`src/rtl/lockin_polar_if.sv`:
```
// Lock-in I/Q result in, polar magnitude/phase out.
// The source drives the master side; the converter takes the slave side.
interface lockin_polar_if #(
    parameter int Q_IN    = 32,
    parameter int Q_PHASE = 16
);
    logic signed [Q_IN-1:0]    fase_in;
    logic signed [Q_IN-1:0]    cuad_in;
    logic                      in_valid;
    logic        [Q_IN-1:0]    mag_out;
    logic signed [Q_PHASE-1:0] phase_out;
    logic                      out_valid;
    logic                      busy;
    logic                      overrun;

    modport master (
        output fase_in, cuad_in, in_valid,
        input  mag_out, phase_out, out_valid, busy, overrun
    );

    modport slave (
        input  fase_in, cuad_in, in_valid,
        output mag_out, phase_out, out_valid, busy, overrun
    );
endinterface

```
`src/rtl/lockin_polar.sv`:
```
// Iterative vectoring CORDIC: converts the lock-in I/Q pair into
// magnitude and phase, one micro-rotation per clock.
module lockin_polar #(
    parameter int Q_IN    = 32,
    parameter int ITER    = 16,
    parameter int Q_PHASE = 16
) (
    input  logic          clk,
    input  logic          reset_n,
    lockin_polar_if.slave bus
);
    // Fractional guard bits keep shift truncation below one phase LSB.
    localparam int  G  = 8;
    localparam int  W  = Q_IN + 2 + G;
    localparam int  PW = W + 16;
    localparam real PI = 3.14159265358979323846;

    localparam logic [PW-1:0] INV_K = PW'(39797);
    localparam logic [PW-1:0] HALF  =
        {{(PW-16-G){1'b0}}, 1'b1, {(15+G){1'b0}}};

    localparam logic [15:0] TAB16 [16] = '{
        16'd8192, 16'd4836, 16'd2555, 16'd1297,
        16'd651,  16'd326,  16'd163,  16'd81,
        16'd41,   16'd20,   16'd10,   16'd5,
        16'd3,    16'd1,    16'd1,    16'd0
    };

    function automatic logic [Q_PHASE-1:0] atan_c(input int i);
        real a;
        a = $atan(2.0 ** (-i)) / (2.0 * PI) * (2.0 ** Q_PHASE);
        return Q_PHASE'($rtoi(a + 0.5));
    endfunction

    typedef enum logic [2:0] {
        IDLE, PREROT, ITERATE, SCALE, DONE
    } state_e;

    state_e               state_q, state_d;
    logic signed [W-1:0]  x_q, x_d, y_q, y_d;
    logic [Q_PHASE-1:0]   z_q, z_d;
    logic [3:0]           i_q, i_d;
    logic                 in_valid_q;
    logic [Q_IN-1:0]      mag_q, mag_d;
    logic [Q_PHASE-1:0]   phase_q, phase_d;
    logic                 out_valid_q, out_valid_d;
    logic                 overrun_q, overrun_d;

    logic [Q_PHASE-1:0]   atan_tab [16];
    logic                 start;
    logic                 rot_pos;
    logic signed [W-1:0]  xs, ys;
    logic [W-1:0]         x_pos, sc;

    for (genvar g = 0; g < 16; g++) begin : g_atan
        if (Q_PHASE == 16) begin : g_tab
            assign atan_tab[g] = TAB16[g];
        end else begin : g_calc
            assign atan_tab[g] = atan_c(g);
        end
    end

    always_comb begin
        start       = bus.in_valid & ~in_valid_q;
        rot_pos     = ~y_q[W-1];
        xs          = x_q >>> i_q;
        ys          = y_q >>> i_q;
        x_pos       = x_q[W-1] ? '0 : x_q;
        sc          = W'((PW'(x_pos) * INV_K + HALF) >> (16 + G));
        state_d     = state_q;
        x_d         = x_q;
        y_d         = y_q;
        z_d         = z_q;
        i_d         = i_q;
        mag_d       = mag_q;
        phase_d     = phase_q;
        out_valid_d = 1'b0;
        overrun_d   = overrun_q | (start & (state_q != IDLE));
        unique case (state_q)
            IDLE: begin
                if (start) begin
                    x_d = {{2{bus.fase_in[Q_IN-1]}}, bus.fase_in, {G{1'b0}}};
                    y_d = {{2{bus.cuad_in[Q_IN-1]}}, bus.cuad_in, {G{1'b0}}};
                    state_d = PREROT;
                end
            end
            PREROT: begin
                if (x_q[W-1]) begin
                    x_d = -x_q;
                    y_d = -y_q;
                    z_d = {1'b1, {(Q_PHASE-1){1'b0}}};
                end else begin
                    z_d = '0;
                end
                i_d     = '0;
                state_d = ITERATE;
            end
            ITERATE: begin
                x_d = rot_pos ? x_q + ys : x_q - ys;
                y_d = rot_pos ? y_q - xs : y_q + xs;
                z_d = rot_pos ? z_q + atan_tab[i_q] : z_q - atan_tab[i_q];
                i_d = i_q + 4'd1;
                if (i_q == 4'(ITER - 1)) state_d = SCALE;
            end
            SCALE: begin
                mag_d       = |sc[W-1:Q_IN] ? '1 : sc[Q_IN-1:0];
                // x stays zero through the rotations only for a (0,0) input
                phase_d     = (x_q == '0) ? '0 : z_q;
                out_valid_d = 1'b1;
                state_d     = DONE;
            end
            DONE:    state_d = IDLE;
            default: state_d = IDLE;
        endcase
    end

    always_ff @(posedge clk or negedge reset_n) begin
        if (!reset_n) begin
            state_q     <= IDLE;
            x_q         <= '0;
            y_q         <= '0;
            z_q         <= '0;
            i_q         <= '0;
            in_valid_q  <= 1'b0;
            mag_q       <= '0;
            phase_q     <= '0;
            out_valid_q <= 1'b0;
            overrun_q   <= 1'b0;
        end else begin
            state_q     <= state_d;
            x_q         <= x_d;
            y_q         <= y_d;
            z_q         <= z_d;
            i_q         <= i_d;
            in_valid_q  <= bus.in_valid;
            mag_q       <= mag_d;
            phase_q     <= phase_d;
            out_valid_q <= out_valid_d;
            overrun_q   <= overrun_d;
        end
    end

    assign bus.mag_out   = mag_q;
    assign bus.phase_out = phase_q;
    assign bus.out_valid = out_valid_q;
    assign bus.busy      = (state_q != IDLE);
    assign bus.overrun   = overrun_q;
endmodule

```
`src/flat_wrapper.sv`:
```
// flat-port wrapper written by rule: the top's interface ports become plain ports
module lockin_polar_flat 
#(
    parameter int Q_IN    = 32,
    parameter int ITER    = 16,
    parameter int Q_PHASE = 16
)
  (clk, reset_n, bus_fase_in, bus_cuad_in, bus_in_valid, bus_mag_out, bus_phase_out, bus_out_valid, bus_busy, bus_overrun);
  lockin_polar_if #(.Q_IN(Q_IN), .Q_PHASE(Q_PHASE)) bus_i ();
  input  logic clk;
  input  logic reset_n;
  input wire logic [$bits(bus_i.fase_in)-1:0] bus_fase_in;
  input wire logic [$bits(bus_i.cuad_in)-1:0] bus_cuad_in;
  input wire logic [$bits(bus_i.in_valid)-1:0] bus_in_valid;
  output wire logic [$bits(bus_i.mag_out)-1:0] bus_mag_out;
  output wire logic [$bits(bus_i.phase_out)-1:0] bus_phase_out;
  output wire logic [$bits(bus_i.out_valid)-1:0] bus_out_valid;
  output wire logic [$bits(bus_i.busy)-1:0] bus_busy;
  output wire logic [$bits(bus_i.overrun)-1:0] bus_overrun;
  assign bus_i.fase_in = bus_fase_in;
  assign bus_i.cuad_in = bus_cuad_in;
  assign bus_i.in_valid = bus_in_valid;
  assign bus_mag_out = bus_i.mag_out;
  assign bus_phase_out = bus_i.phase_out;
  assign bus_out_valid = bus_i.out_valid;
  assign bus_busy = bus_i.busy;
  assign bus_overrun = bus_i.overrun;
  lockin_polar #(.Q_IN(Q_IN), .ITER(ITER), .Q_PHASE(Q_PHASE)) u_core (.clk(clk), .reset_n(reset_n), .bus(bus_i));
endmodule
```
`config.mk`:
```
export PLATFORM = sky130hd
export DESIGN_NAME = lockin_polar_flat
export DESIGN_NICKNAME = d
export VERILOG_FILES = /design/src/rtl/lockin_polar_if.sv /design/src/rtl/lockin_polar.sv /design/src/flat_wrapper.sv
export SDC_FILE = /design/constraint.sdc
export NUM_CORES = 2
export LEC_CHECK = 0
export CORE_MARGIN = 3
export CORE_UTILIZATION = 35
export DETAILED_ROUTE_END_ITERATION = 16
export SYNTH_ARGS = -nofsm -noshare
export SYNTH_HDL_FRONTEND = slang
export SYNTH_SLANG_ARGS = --single-unit
```
`constraint.sdc`:
```
create_clock -name clk -period 14.7 [get_ports clk]
set_clock_uncertainty 0.15 [all_clocks]
set_input_delay 1.47 -clock clk [delete_from_list [all_inputs] [get_ports clk]]
set_output_delay 1.47 -clock clk [all_outputs]
set_load 0.01 [all_outputs]
```
# After elaboration in Yosys (flattened, before gate mapping)

Memories as Yosys holds them, arrays and structs flattened.
Cells that the tools add are included.

Add/subtract/negate cells: 10
Multipliers: 1
Magnitude comparators: 1
Equality and inequality tests: 7
Shifts and indexed selects: 2
Muxes and demuxes: 21
Bitwise gates (word level): 5
Reductions and logical operators: 9

Operators with widths:

| operator                                                                | count |
|---|---|
| 42-bit 2-to-1 mux                                                       | 6 |
| 42-bit one-hot mux with 3 select lines                                  | 2 |
| 42-bit adder                                                            | 2 |
| 42-bit negator                                                          | 2 |
| 42-bit by 4-bit >>> shifter with 42-bit output                          | 2 |
| 42-bit subtractor                                                       | 2 |
| 16-bit 2-to-1 mux                                                       | 5 |
| 58-bit by 24-bit adder with 58-bit output, second input constant        | 1 |
| 42-bit by 16-bit multiplier with 58-bit output, second input constant   | 1 |
| 42-bit logical NOT                                                      | 1 |
| 41-bit 2-to-1 mux                                                       | 1 |
| 32-bit 2-to-1 mux                                                       | 1 |
| 16-bit one-hot mux with 2 select lines                                  | 1 |
| 16-bit adder                                                            | 1 |
| 16-bit subtractor                                                       | 1 |
| 3-bit one-hot mux with 4 select lines                                   | 1 |
| 4-bit one-hot mux with 2 select lines                                   | 1 |
| 3-bit by 2-bit == test with 1-bit output, second input constant         | 2 |
| 3-bit 2-to-1 mux                                                        | 2 |
| 2-bit by 1-bit inequality test with 1-bit output, second input constant | 3 |
| 3-bit nonzero test                                                      | 2 |
| 5-bit greater-or-equal comparator, second input constant                | 1 |
| 4-bit NOT with 5-bit output                                             | 1 |
| 4-bit by 1-bit adder with 4-bit output, second input constant           | 1 |
| 11 further kinds                                                        | 13 |

Bits in registers: 158
Bits in read-only memories: 256
Input bits: 67
Output and inout port bits: 51
Word-level logic and storage cells: 68
Memories kept: 1

Memory list:

| name            | depth | width | read ports | clocked after memory_dff | wr ports | line                | source |
|---|---|---|---|---|---|---|---|
| (no name shown) | 16    | 16    | 1          | 0                        | 0        | lockin_polar.sv:101 | `z_d = rot_pos ? z_q + atan_tab[i_q] : z_q - atan_tab[i_q];` |

# Logic depth before layout (Yosys ltp)

Depth in word-level cells: 7
Gate-level depth with buffers: 35
Depth with buffers taken out: 26

# Least setup slack after synthesis

No wires, ideal clock.

Path type: register -> register
From: register u_core.x_q[41]
To: register u_core.mag_q[15], in the netlist u_core.bus.mag_out[15]
Library setup time: 0.086 ns
Arrival: 7.358 ns
Required time: 14.464 ns
Slack: 7.106 ns
Stages on the path, launching flop included: 31
Buffers on the path: 6
Clock period less this slack: 7.594 ns
Cells stage by stage: dfrtp_1 clkbuf_1 inv_1 clkbuf_1 clkbuf_1 buf_1 nand2_1 inv_1 ha_1 xnor2_1 fa_1 inv_1 fa_1 fa_1 fa_1 inv_1 fa_1 inv_1 ha_1 clkbuf_1 nand2_1 o21a_1 o211ai_1 a31o_2 o21ai_0 nor4_1 o21ai_0 o21ai_1 clkbuf_1 o22ai_1 nor3_1

Cells in the longest elaborated chain, start to end: 5

Ends and longest elaborated chain:

| element                                          | line                | source |
|---|---|---|
| start: declaration                               | lockin_polar.sv:40  | `logic signed [W-1:0] x_q, x_d, y_q, y_d;` |
| start signal: assignment                         | lockin_polar.sv:120 | `x_q <= '0;` |
| start signal: assignment                         | lockin_polar.sv:131 | `x_q <= x_d;` |
| 41-bit 2-to-1 mux *                              | lockin_polar.sv:68  | `x_pos = x_q[W-1] ? '0 : x_q;` |
| 42-bit by 16-bit multiplier with 58-bit output * | lockin_polar.sv:69  | `sc = W'((PW'(x_pos) * INV_K + HALF) >> (16 + G));` |
| 58-bit by 24-bit adder with 58-bit output *      | lockin_polar.sv:69  |  |
| 2-bit OR reduction                               | lockin_polar.sv:106 | `mag_d = \|sc[W-1:Q_IN] ? '1 : sc[Q_IN-1:0];` |
| 32-bit 2-to-1 mux *                              | lockin_polar.sv:106 |  |
| end signal: assignment                           | lockin_polar.sv:136 | `mag_q <= mag_d;` |
| end: declaration                                 | lockin_polar.sv:44  | `logic [Q_IN-1:0] mag_q, mag_d;` |

Mark *: on every way between the ends. The rest lies on a longest branch, timed or not.
A chain may end at the register's enable or synchronous reset.

# Worst setup path after layout

Same ends and word-level chain as after synthesis.

==> parameters.txt <==
Parameter                              Value

Floorplan
  Overall die height ... about 310 µm
  Number of I/O pins ... 118
  Floorplan die area ... between 90000 and 100000 µm²
  Initial cell density of the core ... around 35%
  Core Footprint ... just over 90000 µm²
  Number of placement rows ... ~110
  Chip Width ... 311 µm

Synth
  Number of flops mapped to enable cells by yosys ... 0
  Main synth FF type ... sky130_fd_sc_hd__dfrtp_1
  Fraction of synthesis flops using an asynchronous set or reset pin ... 100%
  Cell area after synthesis ... approximately 32000 µm²
  Total of flip-flops plus latches after synthesis ... ~160
  Number of distinct library cells after synthesis ... 80
  Syn nets ... approximately 4500
  Synthesized instance count ... 3847
  Number of synthesis warnings ... 0
  Synthesized area per cell ... ~8.4 µm²
  Part of the Yosys area used for sequential elements ... 12.2%

Clock network
  Post-CTS Hold Buffers ... 0
  Clock Root Buffer ... sky130_fd_sc_hd__clkbuf_16
  Reg clk slew, reported paths ... around 0.07 ns
  Number of levels the H-tree was split into ... 4
  TritonCTS buffer count ... 17
  Sink Count ... ~160
  Bufs on Longest Clock Path ... 2
  Setup Fix Bufs, Post-CTS ... 0
  Clock latency on the worst-skew pair ... roughly 0.5 ns
  Cts repair resizes ... 0
  TritonCTS clock tree ... built

Place
  Placed instance area ... ~35000 µm²
  Routability Congestion ... 0.905
  Half-perimeter wire length of the detailed placement result ... 76.9 mm
  I/O Buffers ... between 100 and 150

Global routing
  Global-route usage over all layers ... 20.2%
  Largest net degree at the start of global routing ... 70
  Number of antenna violations at the first check in global routing ... 3
  GRT Residual Overflow ... 0
  Met1 track demand over resource ... between 20% and 30%
  Wire length of the first global-routing pass ... about 160 mm
  Busiest metal layer after global routing ... met2
  Vias in the first global route ... about 28000
  Global routing met3 resource utilization ... 3.02%
  Grt met2 use ... 33.2%

Cells and area
  Share of layout cells above drive strength 1 ... roughly 6.7%
  Layout area overhead ... 8.33%
  Filler Cell Count ... about 9400
  Area of all sequential standard cells ... between 3000 and 4000 µm²
  Nets ... between 4000 and 5000
  Multi-input gate area in the final layout ... ~26000 µm²
  Most common cell after layout, fill and taps aside ... sky130_fd_sc_hd__inv_1
  Final Instance Area ... 35200 µm²
  Highest-count cells in the layout ignoring fill and taps ... sky130_fd_sc_hd__inv_1, sky130_fd_sc_hd__ha_1, sky130_fd_sc_hd__nand2_1

Routing
  DR vias/cell ... 5.59
  DRT antenna net count ... 0
  Count of vias placed by the detailed router ... 28100
  Total Routed Length ... roughly 100 mm
  First-pass iteration count of the detailed router ... 5
  Count of routing violations after the opening detailed-route iteration ... roughly 2400
  DRC Markers ... 0
  Routed length per placed instance ... about 19 µm

Flow run
  Number of max-cap violations ... 0

Setup path
  Depth of the most critical reg-to-reg path ... 24
  Critical path buffer and inverter count ... 6
  Highest-delay cell along the critical path ... sky130_fd_sc_hd__a211oi_1
  Kind of critical path ... flop to flop
  Maximum net fanout on the critical path ... 38
  Crit path launch type ... flop
  Count of cell instances traversed by the critical path ... 24
  Endpoint arrival time on the critical path ... approximately 8.8 ns
  Worst path most repeated cell ... sky130_fd_sc_hd__fa_1
  Required time worst endpoint ... around 15 ns
  List of cells traversed by the critical path ... inv_1 -> buf_4 -> nand2_1 -> inv_1 -> ha_1 -> fa_1 -> fa_1 -> fa_1 -> fa_1 -> inv_1 -> fa_1 -> inv_1 -> ha_1 -> a211oi_1 -> o21ai_0 -> a41oi_1 -> nand4_1 -> a211oi_1 -> nor4_1 -> o21ai_0 -> o21ai_2 -> buf_4 -> a2111oi_0 -> nor3_1
  Maximum cell stage delay along the critical path ... around 0.63 ns
  Dominant delay contributor by cell family on the critical path ... adder cells
  CP endpoint kind ... flop

STA
  Final setup fails ... 0
  Max frequency ... approximately 120 MHz
  Number of slew-limit violations in the final report ... 0
  Total Neg Setup Slack ... 0 ns
  Tightest slew margin relative to the limit ... about 27%
  Final critical-path required period ... approximately 8.6 ns
  RSZ-0062 raised after global routing ... no
  Final Hold Violating Endpoints ... 0
  Slew at the pin closest to its max-slew limit ... roughly 1.1 ns
  Final cycle utilization of the critical path ... between 50% and 60%

Worst hold path
  Type of the most critical hold path ... flop to flop
  Hold Path Depth ... 1

Outcome
  Outcome ... finished, final reports clean
-- metal layers --
metal / part of all wire (%) / routed length, µm
met1: 45 / 43900
met2: 48 / 46400
met3: 5.6 / 5430
met4: 1.9 / 1850
met5: 0.013 / 13
-- cell families after synthesis --
logic type | share of synthesized area [%]
compound gates | 18.8
xor+xnor | 6.63
fa+ha+maj | 29.6
buf+inv | 8.24
flops | 12.2
mux | 10.1
simple gates | 14.5
-- through the flow --
step	util (%)	hold slack (ns)	instances	setup WS [ns]
5_1_grt	38.3	0.326	5032	5.57
4_1_cts	38.3	0.315	5032	6.11
6_report	38.3	0.310	5033	6.11
3_5_place_dp	37.6	0.299	5000	6.15
3_3_place_gp	37.6	0.290	5000	6.30
2_1_floorplan	-	0.316	3847	7.11
-- state kept, by name, summed over array words and instances (netlist names) --
name,flops
u_core.x_q,42
u_core.y_q,42
u_core.bus.mag_out,32
u_core.bus.phase_out,16
u_core.z_q,16
u_core.i_q,4
u_core.state_q,3
u_core.bus.out_valid,1
u_core.bus.overrun,1
u_core.in_valid_q,1
-- Yosys cell counts (all sizes together), types with 30 or more instances --
master	count	area (µm²)
and2	35	219
o21a	36	270
fa	281	5630
mux4	95	2140
mux2	45	507
a21o	68	510
clkbuf	172	646
nor3	73	377
nor2b	51	319
o21ai	182	911
nor2	271	1020
ha	318	3980
dfrtp	158	3950
inv	456	1710
mux2i	62	621
nand3	69	345
buf	68	315
a31oi	63	394
xnor2	155	1360
or3	31	204
xor2	91	797
nand2	303	1140
nand4	30	188
o22ai	32	200
a21oi	296	1490
-- path summary, 6_finish.rpt --
path | startpoint | to | slack (ns)
max | u_core.x_q[41] | u_core.bus.mag_out[15] | 6.11
min | u_core.bus.overrun | u_core.bus.overrun | 0.31
max reg2reg | u_core.x_q[41] | u_core.bus.mag_out[15] | 6.11
min reg2reg | u_core.bus.overrun | u_core.bus.overrun | 0.31
max in group asynchronous | reset_n | u_core.bus.mag_out[2] | 12.37
min in group asynchronous | reset_n | u_core.y_q[39] | 0.69
-- layout make-up --
| type | count | area share [%] |
|---|---|---|
| clock inverters | 14 | 0.569 |
| multi-input cells | 2992 | 73.6 |
| flip-flops and latches | 158 | 11.3 |
| inverters | 457 | 4.88 |
| repair buffers | 150 | 4.04 |
| well taps | 1243 | 4.42 |
| diodes | 1 | 0.00711 |
| clock buffers | 18 | 1.22 |
Power is left out: the tool's default activity adds up to more than one toggle a clock period on the data nets, which glitch-free logic cannot reach.
